File: src/rtl/mem_bus_master_pkg.sv
// Shared definitions for the MEM-stage data-memory bus master.
// Holds the RV32I load/store width codes, the FSM encoding and the default timeout.
package mem_bus_master_pkg;

  localparam logic [2:0] F3_B  = 3'b000;
  localparam logic [2:0] F3_H  = 3'b001;
  localparam logic [2:0] F3_W  = 3'b010;
  localparam logic [2:0] F3_BU = 3'b100;
  localparam logic [2:0] F3_HU = 3'b101;

  typedef enum logic [1:0] {
    ST_IDLE = 2'd0,
    ST_BUS  = 2'd1,
    ST_DONE = 2'd2
  } state_e;

  localparam int TIMEOUT_DEFAULT = 255;

endpackage

File: src/rtl/mem_lane_align.sv
// Byte-lane steering for the data bus: store legality/select/replication from the
// live MEM-stage request, load extraction and extension from the registered request.
module mem_lane_align
  import mem_bus_master_pkg::*;
(
  input  logic [2:0]  st_funct3_i,
  input  logic [1:0]  st_off_i,
  input  logic        st_we_i,
  input  logic [31:0] st_wdata_i,
  output logic        legal_o,
  output logic [3:0]  sel_o,
  output logic [31:0] wdata_o,
  input  logic [2:0]  ld_funct3_i,
  input  logic [1:0]  ld_off_i,
  input  logic [31:0] ld_rdata_i,
  output logic [31:0] ld_data_o
);

  logic [31:0] shifted;
  logic [7:0]  ld_byte;
  logic [15:0] ld_half;

  always_comb begin
    legal_o = 1'b0;
    case (st_funct3_i)
      F3_B:    legal_o = 1'b1;
      F3_H:    legal_o = ~st_off_i[0];
      F3_W:    legal_o = (st_off_i == 2'b00);
      F3_BU:   legal_o = ~st_we_i;
      F3_HU:   legal_o = ~st_we_i & ~st_off_i[0];
      default: legal_o = 1'b0;
    endcase
  end

  // Loads always fetch the full word; the lane is picked out on return.
  always_comb begin
    sel_o   = 4'b1111;
    wdata_o = st_wdata_i;
    if (st_we_i) begin
      case (st_funct3_i[1:0])
        2'b00: begin
          sel_o   = 4'b0001 << st_off_i;
          wdata_o = {4{st_wdata_i[7:0]}};
        end
        2'b01: begin
          sel_o   = st_off_i[1] ? 4'b1100 : 4'b0011;
          wdata_o = {2{st_wdata_i[15:0]}};
        end
        default: begin
          sel_o   = 4'b1111;
          wdata_o = st_wdata_i;
        end
      endcase
    end
  end

  always_comb begin
    shifted   = ld_rdata_i >> {ld_off_i, 3'b000};
    ld_byte   = shifted[7:0];
    ld_half   = ld_off_i[1] ? ld_rdata_i[31:16] : ld_rdata_i[15:0];
    ld_data_o = ld_rdata_i;
    case (ld_funct3_i)
      F3_B:    ld_data_o = {{24{ld_byte[7]}}, ld_byte};
      F3_BU:   ld_data_o = {24'd0, ld_byte};
      F3_H:    ld_data_o = {{16{ld_half[15]}}, ld_half};
      F3_HU:   ld_data_o = {16'd0, ld_half};
      default: ld_data_o = ld_rdata_i;
    endcase
  end

endmodule

File: src/rtl/mem_bus_master.sv
// MEM-stage load/store unit: issues one req/ack transaction on the data bus per
// legal access, stalls the pipeline until it finishes, and returns aligned load data.
module mem_bus_master
  import mem_bus_master_pkg::*;
#(
  parameter int TIMEOUT_CYCLES = TIMEOUT_DEFAULT
) (
  input  logic        clk,
  input  logic        rst,
  input  logic        mem_req,
  input  logic        mem_we,
  input  logic [2:0]  funct3,
  input  logic [31:0] addr,
  input  logic [31:0] wdata,
  output logic        stall_mem,
  output logic [31:0] Datai,
  output logic        access_fault,
  output logic        bus_timeout,
  output logic        bus_cyc,
  output logic        bus_we,
  output logic [31:0] bus_addr,
  output logic [3:0]  bus_sel,
  output logic [31:0] bus_wdata,
  input  logic [31:0] bus_rdata,
  input  logic        bus_ack
);

  state_e      state_q, state_d;
  logic [7:0]  cnt_q;
  logic [31:0] addr_q, wdata_q, datai_q;
  logic [3:0]  sel_q;
  logic        we_q;
  logic [2:0]  f3_q;
  logic [1:0]  off_q;

  logic        legal;
  logic [3:0]  sel_w;
  logic [31:0] wrep_w, ld_w;
  logic        issue, timeout_hit;

  mem_lane_align u_align (
    .st_funct3_i (funct3),
    .st_off_i    (addr[1:0]),
    .st_we_i     (mem_we),
    .st_wdata_i  (wdata),
    .legal_o     (legal),
    .sel_o       (sel_w),
    .wdata_o     (wrep_w),
    .ld_funct3_i (f3_q),
    .ld_off_i    (off_q),
    .ld_rdata_i  (bus_rdata),
    .ld_data_o   (ld_w)
  );

  assign issue       = (state_q == ST_IDLE) && mem_req && legal;
  // Ack in the final allowed cycle still completes the access normally.
  assign timeout_hit = (state_q == ST_BUS) && (cnt_q == 8'(TIMEOUT_CYCLES - 1)) && !bus_ack;

  always_ff @(posedge clk or posedge rst) begin
    if (rst) state_q <= ST_IDLE;
    else     state_q <= state_d;
  end

  always_comb begin
    state_d = state_q;
    case (state_q)
      ST_IDLE: if (issue) state_d = ST_BUS;
      ST_BUS:  if (bus_ack || timeout_hit) state_d = ST_DONE;
      ST_DONE: state_d = ST_IDLE;
      default: state_d = ST_IDLE;
    endcase
  end

  always_comb begin
    bus_cyc      = (state_q == ST_BUS);
    stall_mem    = ~rst & mem_req & legal & (state_q != ST_DONE);
    access_fault = ~rst & (state_q == ST_IDLE) & mem_req & ~legal;
    bus_timeout  = timeout_hit;
  end

  always_ff @(posedge clk or posedge rst) begin
    if (rst) begin
      cnt_q   <= 8'd0;
      addr_q  <= 32'd0;
      wdata_q <= 32'd0;
      sel_q   <= 4'd0;
      we_q    <= 1'b0;
      f3_q    <= 3'd0;
      off_q   <= 2'd0;
      datai_q <= 32'd0;
    end else if (issue) begin
      cnt_q   <= 8'd0;
      addr_q  <= {addr[31:2], 2'b00};
      wdata_q <= wrep_w;
      sel_q   <= sel_w;
      we_q    <= mem_we;
      f3_q    <= funct3;
      off_q   <= addr[1:0];
    end else if (state_q == ST_BUS) begin
      cnt_q <= cnt_q + 8'd1;
      if (bus_ack)          datai_q <= we_q ? 32'd0 : ld_w;
      else if (timeout_hit) datai_q <= 32'd0;
    end
  end

  assign bus_addr  = addr_q;
  assign bus_wdata = wdata_q;
  assign bus_sel   = sel_q;
  assign bus_we    = we_q;
  assign Datai     = datai_q;

endmodule

File: config.mk
export PLATFORM = sky130hd
export DESIGN_NAME = mem_bus_master
export DESIGN_NICKNAME = d
export VERILOG_FILES = /design/src/rtl/mem_bus_master_pkg.sv /design/src/rtl/mem_lane_align.sv /design/src/rtl/mem_bus_master.sv
export SDC_FILE = /design/constraint.sdc
export NUM_CORES = 1
export LEC_CHECK = 0
export ABC_CLOCK_PERIOD_IN_PS = 5900
export CAP_MARGIN = 30
export CELL_PAD_IN_SITES_DETAIL_PLACEMENT = 0
export CELL_PAD_IN_SITES_GLOBAL_PLACEMENT = 1
export CORE_ASPECT_RATIO = 2
export CORE_MARGIN = 2
export CORE_UTILIZATION = 40
export DETAILED_ROUTE_END_ITERATION = 10
export DONT_BUFFER_PORTS = 1
export MAX_ROUTING_LAYER = met4
export PLACE_DENSITY_LB_ADDON = 0.08
export SLEW_MARGIN = 20
export SYNTH_ARGS = -nofsm -noshare
export SYNTH_HDL_FRONTEND = slang
export SYNTH_SLANG_ARGS = --single-unit
File: constraint.sdc
create_clock -name clk -period 5.9 [get_ports clk]
set_input_delay 0.885 -clock clk [delete_from_list [all_inputs] [get_ports clk]]
set_output_delay 0.885 -clock clk [all_outputs]
set_load 0.02 [all_outputs]
# After elaboration in Yosys (flattened, before gate mapping)
# Cells that the tools add are included.
totals:
  reg_bits: 114
  in_bits: 104
  output_inout_bits: 105
classes:
  n_addsub: 1
  eq_ne: 13
  n_shift: 2
  muxes: 16
  bitwise_logic: 12
  reduce_logical: 15
ops:
  columns: ["cell", "n"]
  rows:
  - ["$mux 32", 4]
  - ["$pmux 32 s4", 1]
  - ["$pmux 32 s2", 1]
  - ["$shr 32x5->8", 1]
  - ["$mux 16", 1]
  - ["$mux 8", 2]
  - ["$eq 3x3->1 const B", 4]
  - ["$add 8x1->8 const B", 1]
  - ["$eq 8x8->1 const B", 1]
  - ["$mux 4", 2]
  - ["$pmux 4 s2", 1]
  - ["$and 1x1->1", 7]
  - ["$eq 3x1->1 const B", 2]
  - ["$logic_not 2->1", 3]
  - ["$logic_not 3->1", 2]
  - ["$not 1->1", 5]
  - ["$pmux 1 s5", 1]
  - ["$eq 2x1->1 const B", 2]
  - ["$logic_and 1x1->1", 4]
  - ["$mux 2", 2]
  - ["$ne 2x2->1 const B", 2]
  - ["$pmux 2 s2", 1]
  - ["$reduce_bool 2->1", 2]
  - ["$shl 1x2->4 const A", 1]
  - ["6 further kinds", 6]

# Longest topological paths before layout
# Gate-level depths: netlist (run 1).
logic_depth:
  word_depth: 6
  mapped_depth: 8

# Cells and area by module
# From an unflattened synthesis (run 1), not the netlist that was laid out.
unflattened:
  cells_unflattened: 715
  hier_area_um2: 5967.0
modules_own_cells:
  columns: ["mod", "instances", "cells_each", "area_each_um2"]
  rows:
  - ["mem_bus_master", 1, 508, 4710.8]
  - ["mem_lane_align", 1, 207, 1256.2]

# Least setup slack after synthesis (run 1)
# OpenSTA, ideal clock, no wires.
synth_timing:
  path_kind: "input to output"
  from: "input rst"
  to: "output access_fault"
  arrival_ns: 4.346
  required_ns: 5.015
  path_slack_ns: 0.669
  path_stages: 3
  n_path_buf: 0
  cell_sequence: "inv_1 nand2_1 nor4b_1"
synth_between:
  elab_chain_len: 4
synth_rtl:
  columns: ["item", "line", "rtl"]
  rows:
  - ["start: declaration", "mem_bus_master.sv:9", "input logic rst,"]
  - ["$not 1->1", "mem_bus_master.sv:77", "access_fault = ~rst & (state_q == ST_IDLE) & mem_req & ~legal;"]
  - ["$and 1x1->1 (3 in series)", "mem_bus_master.sv:77", null]
  - ["end: declaration", "mem_bus_master.sv:17", "output logic access_fault,"]
# No other way between the ends.

# Final worst setup path (run 1)
layout_timing:
  from: "input rst"
  to: "output stall_mem"
layout_between:
  elab_chain_len: 4
layout_rtl:
  columns: ["item", "line", "rtl"]
  rows:
  - ["$not 1->1", "mem_bus_master.sv:76", "stall_mem = ~rst & mem_req & legal & (state_q != ST_DONE);"]
  - ["$and 1x1->1 (3 in series)", "mem_bus_master.sv:76", null]
  - ["end: declaration", "mem_bus_master.sv:15", "output logic stall_mem,"]
# No other way between the ends.

==> results.cfg, run 1 <==
[cts]
htree_levels = 4
cts_resized = 0
clk_latency_ns = 0.41
numCtsBuffers = 17
cts_setup_buffers = 0
clk_pin_slew_ns = 0.06
cts_tree = built
root_buffer = clkbuf_16
clockBufferDepth = 2
cts_hold_buffers = 0
cts_sinks = 114

[yosys]
ys_ff_latch = 114
yosysWarnings = 0
yosysUniqueCellTypes = 48
synth-xor-area-share_pct = 0.9889
yosys-top-cells-area = dfrtp_1 (54%), mux2_1 (10%), mux2i_1 (5.5%), o2bb2ai_1 (3.0%), o21ai_1 (2.8%)
yosys.area.top_type = dfrtp_1
synth-async-reset-ratio_pct = 100.0
synth_mux_area_share_pct = 16.06
synth_top_family_by_area = multiplexers
ys.flop_type = dfrtp_1
avgSynthCellArea_sq_um = 11.21
synth_edf_count = 0
syn_inst = 474
synthSimpleGateAreaFrac_pct = 9.112
synth_fa_ha_area_share_pct = 0.4709
seq_area_frac_synth_pct = 53.68
synth_area_sq_mm = 0.005314
synth_compound_gate_area_share_pct = 15.92
synth_top_area_share_pct = 53.68

[die]
die_x_um = 85.50
die_h_um = 167
rows = 59
start_util_pct = 40.90
num_io_pins = 209
dieArea_sq_mm = 0.01428
core_sq_mm = 0.01299

[critical_path]
cp.arrival_ns = 2.09
ff2ff_path_depth = 4
critical_path.endpoint = stall_mem
r2r-end = Datai[28]
cp_slowest_cell = nor3_1
cp.depth = 3
cp-startpoint = rst
path_class = in2out
slowest_delay_ns = 0.57
ff2ff_setup_slack_ns = 3.43
path_cells = inv_4 -> nand2_1 -> nor3_1
critPathMaxFanout = 51
crit_path_start_kind = input port
crit_buf_inv = 1
cp_top_family = simple AND/OR/NAND/NOR gates
required_ns = 5.02
end_kind = output pin
r2r_start = off_q[1]

[timing]
hold_viol = 0
fmax_ghz = 0.3357
skew_ns = 0.006458
slew_headroom_pct = 41.75
layout_min_cycle_time_ns = 2.979
worst_pin_slew_ns = 0.8705
setup_tns_ns = 0
setup_viol = 0
finalMaxSlewViolations = 0
grt_setup_unrepaired = no
period_share_pct = 50.49

[global_route]
grt_pass1_wl_mm = 21.87
grt_max_degree = 81
grt_pass1_vias = 3972
antenna_found_initial = 0
grt_remaining_overflow = 0
grt_usage_pct = 20.94

[layout]
fillCellCount = 1227
fin_cells = 632
final_util_pct = 46.14
area_delta_synth_final_pct = 12.81
drive_above_1_share_pct = 10.42
n_antenna_cell = 0
nets = 573
final_common_cell = dfrtp_1
final_cell_mix = dfrtp_1 (114), mux2_1 (48), nand2_1 (38)

[power]
p_sw_mw = 1.198
p_per_area_mw_per_mm2 = 519.1
p_int_mw = 1.913
peakVddDrop_v = 0.0003040
pwr-share-comb_pct = 15.1
p_leak_nw = 2.620
seqPwrFrac_pct = 51.0
p_sw_share_pct = 38.51
power_mw = 3.112
clkPwrFrac_pct = 33.9

[routing]
drc_errors = 0
wirelength_mm = 14.36
post_drt_via_cell_ratio = 5.853
wl_per_cell_um = 22.71
dr.pass1.iters = 4
ant_nets = 0
vias = 3699
drtIter0Drc = 91

[place]
place_congestion = 0.8300
placed_cells = 600
hpwl_mm = 10.50
port_buffers = 0

[run_status]
status = completed

[run]
drv_cap = 0

[worst_hold_path]
min_path_type = in2async
worst reg2reg max path, stage by stage (launching register included):
cell       delay [ns]
dfrtp_1          0.87
mux2_2           0.44
nor3b_1          0.17
a211oi_4         0.66
o2bb2ai_1        0.18
cell type report:
| type | instances | area, sq um | area share, % |
|---|---|---|---|
| well taps | 152 | 190.2 | 3.173 |
| multi-input cells | 320 | 2268 | 37.84 |
| clock inverters | 14 | 166.4 | 2.776 |
| clock buffers | 18 | 439.2 | 7.326 |
| inverters | 8 | 32.53 | 0.5427 |
| repair buffers | 6 | 45.04 | 0.7514 |
| flip-flops and latches | 114 | 2853 | 47.59 |
stage by stage:
| step | area, sq um | hold WS (ns) | setup WS (ns) |
|---|---|---|---|
| finish | 5995 | 0.4447 | 2.921 |
| CTS | 5995 | 0.4590 | 2.860 |
| detailed placement | 5389 | 0.5268 | 2.860 |
| global route | 5995 | 0.4898 | 2.742 |
| global placement | 5389 | 0.5134 | 2.871 |
| floorplan | 5318 | 0.4881 | 0.6687 |
cell usage after synthesis, types with 3 or more instances:
master / n
nor2b_1: 7
nand3_1: 4
buf_2: 19
a211oi_1: 3
a21oi_1: 22
o21ai_1: 30
o2bb2ai_1: 18
o22ai_1: 8
o21ai_0: 21
clkbuf_1: 10
nor2_1: 29
buf_4: 3
nand2_1: 38
and2_1: 3
inv_2: 3
inv_1: 5
o31ai_1: 3
a221oi_1: 6
dfrtp_1: 114
nand2b_1: 7
mux2_1: 48
a22o_1: 6
mux2i_1: 29
xor2_1: 6
worst min path at each step:
stage	depth (start not counted)	start	endpoint	slack, ns
3_3_place_gp	2	cnt_q[5]	cnt_q[5]	0.51
6_report	1	rst	Datai[5]	0.44
5_1_grt	1	rst	Datai[19]	0.49
3_5_place_dp	2	cnt_q[7]	cnt_q[7]	0.53
4_1_cts	1	rst	bus_wdata[16]	0.46
2_1_floorplan	1	cnt_q[0]	cnt_q[0]	0.49
power groups by stage:
stage | Sequential (mW) | Clock (mW) | Combinational (mW)
finish | 1.59 | 1.06 | 0.469
CTS | 1.60 | 1.08 | 0.480
global route | 1.62 | 1.12 | 0.535
detailed placement | 1.61 | 0 | 0.481
floorplan | 1.50 | 0 | 0.421
global placement | 1.61 | 0 | 0.462
sequential cells by signal, indices dropped and copies added (netlist names):
register / flops
f3_q: 3
Datai: 32
cnt_q: 8
off_q: 2
bus_sel: 4
bus_wdata: 32
bus_we: 1
state_q: 2
bus_addr: 30
routing by layer:
metal / global-route usage (%) / wire length (um) / vias to the layer above
met5: - / 0 / -
met1: 20.08 / 4700 / 1788
met3: 7.483 / 1308 / 41
li1: - / - / 1698
met4: 12.01 / 694 / 0
met2: 35.46 / 7651 / 172
cells by family after synthesis:
group           count (synthesis)
simple gates                  102
xor+xnor                        6
fa+ha+maj                       2
mux                            79
other cells                     1
buf+inv                        41
flops                         114
compound gates                129
Power figures use the tool's default switching activity.
==> run 2: changes to the inputs <==
--- a/config.mk
+++ b/config.mk
@@ -5,7 +5,7 @@
 export SDC_FILE = /design/constraint.sdc
 export NUM_CORES = 1
 export LEC_CHECK = 0
-export ABC_CLOCK_PERIOD_IN_PS = 5900
+export ABC_CLOCK_PERIOD_IN_PS = 2400
 export CAP_MARGIN = 30
 export CELL_PAD_IN_SITES_DETAIL_PLACEMENT = 0
 export CELL_PAD_IN_SITES_GLOBAL_PLACEMENT = 1
==> constraint.sdc (replaced) <==
create_clock -name clk -period 2.4 [get_ports clk]
set_input_delay 0.36 -clock clk [delete_from_list [all_inputs] [get_ports clk]]
set_output_delay 0.36 -clock clk [all_outputs]
set_load 0.02 [all_outputs]
==> results.cfg, run 2 (synthesized netlist as in run 1, its figures left out) <==
[timing]
setup_viol = 0
worst_pin_slew_ns = 0.6701
period_share_pct = 91.16
slew_headroom_pct = 55.33
layout_min_cycle_time_ns = 2.188
skew_ns = 0.01187
fmax_ghz = 0.4570
grt_setup_unrepaired = no
worst_slack_ns = 0.2121
hold_viol = 0
finalMaxSlewViolations = 0
setup_tns_ns = 0

[cts]
cts_resized = 0
cts_hold_buffers = 0
root_buffer = clkbuf_16
clk_latency_ns = 0.41
clk_pin_slew_ns = 0.05
cts_tree = built
clockBufferDepth = 2
cts_sinks = 114
numCtsBuffers = 17
cts_setup_buffers = 0
htree_levels = 4

[routing]
wirelength_mm = 14.86
drc_errors = 0
dr.pass1.iters = 4
vias = 3703
ant_nets = 0
post_drt_via_cell_ratio = 5.777
drtIter0Drc = 127
wl_per_cell_um = 23.18

[place]
placed_cells = 609
place_congestion = 0.8943
dpl_worst_slack_ns = 0.4491
hpwl_mm = 10.88
port_buffers = 0

[critical_path]
r2r_start = state_q[1]
path_class = reg2out
crit_path_start_kind = flop
cp.arrival_ns = 1.83
cp-startpoint = cnt_q[2]
r2r-end = Datai[29]
required_ns = 2.04
ff2ff_setup_slack_ns = 0.45
critical_path.endpoint = bus_timeout
ff2ff_path_depth = 5
end_kind = output pin
critPathMaxFanout = 5

[layout]
drive_above_1_share_pct = 12.07
fillCellCount = 1251
nets = 582
n_antenna_cell = 0
final_cell_mix = dfrtp_1 (114), mux2_1 (48), nand2_1 (38)
final_common_cell = dfrtp_1
area_delta_synth_final_pct = 14.74
fin_cells = 641

[power]
p_int_mw = 4.800
p_per_area_mw_per_mm2 = 1265
p_sw_mw = 2.910
p_leak_nw = 2.666
peakVddDrop_v = 0.0006758
p_sw_share_pct = 37.74
seqPwrFrac_pct = 49.9
pwr-share-comb_pct = 16.5
clkPwrFrac_pct = 33.6

[worst_hold_path]
min_path_type = in2async

[global_route]
gr-usage-met3_pct = 7.483
use_met1_pct = 21.53
grt_max_degree = 115
grt_pass1_wl_mm = 23.03
antenna_found_initial = 0
top_usage_layer = met2
grt_remaining_overflow = 0
gr-usage-met2_pct = 37.94
grt_pass1_vias = 4052
grt_usage_pct = 21.93

[die]
num_io_pins = 209
dieArea_sq_mm = 0.01428
die_x_um = 85.50
rows = 59
die_h_um = 167
core_sq_mm = 0.01299
start_util_pct = 40.90

[run_status]
status = completed

[run]
drv_cap = 0
==> run 2: cell types whose count changed in the layout (fill, tap and decap cells not counted), moves of 2 or more <==
cell / change
buf_12: +2
buf_4: +7
clkinvlp_4: +3
inv_6: -4
==> run 2: how the worst min path moves through the flow <==
stage,slack (ns),from,endpoint
after floorplan,0.46,bus_ack,state_q[0]
after global placement,0.49,bus_ack,state_q[0]
after detailed placement,0.47,bus_ack,state_q[0]
after CTS,0.05,bus_ack,state_q[0]
after global routing,0.05,bus_ack,state_q[0]
final,0.06,rst,f3_q[0]
==> run 2: layer usage <==
| layer | wire (um) | vias to the layer above |
|---|---|---|
| li1 | - | 1705 |
| met2 | 8129 | 169 |
| met5 | 0 | - |
| met4 | 528 | 0 |
| met3 | 1366 | 29 |
| met1 | 4833 | 1800 |
==> run 2: final cells by class <==
class	count	area, sq um	area share [%]
Clock inverter	14	178.9	2.935
Sequential cell	114	2853	46.79
Timing Repair Buffer	15	137.6	2.257
Tap cell	152	190.2	3.119
Multi-Input combinational cell	320	2275	37.31
Inverter	8	33.78	0.5541
Clock buffer	18	429.2	7.039
==> run 2: through the flow <==
stage	instance area, sq um	total power [mW]	hold slack, ns	utilization (%)
after floorplan	5328	4.725	0.4591	-
after global placement	5489	5.143	0.4900	42.25
after detailed placement	5489	5.182	0.4693	42.25
after CTS	6097	7.817	0.04780	46.93
after global routing	6097	8.131	0.05118	46.93
final	6097	7.710	0.06071	46.93
==> run 2: worst max-delay path: stages (launching register included) <==
cell	delay [ns]
dfrtp_1	0.41
and4_1	0.25
and4_1	0.27
nor3b_1	0.29
buf_4	0.20
==> run 2: power by group through the flow <==
stage                     clock network, mW  registers (mW)  logic [mW]
after global routing                   2.74            3.94        1.45
after floorplan                           0            3.69        1.04
final                                  2.59            3.85        1.27
after global placement                    0            3.89        1.25
after CTS                              2.66            3.87        1.29
after detailed placement                  0            3.89        1.29
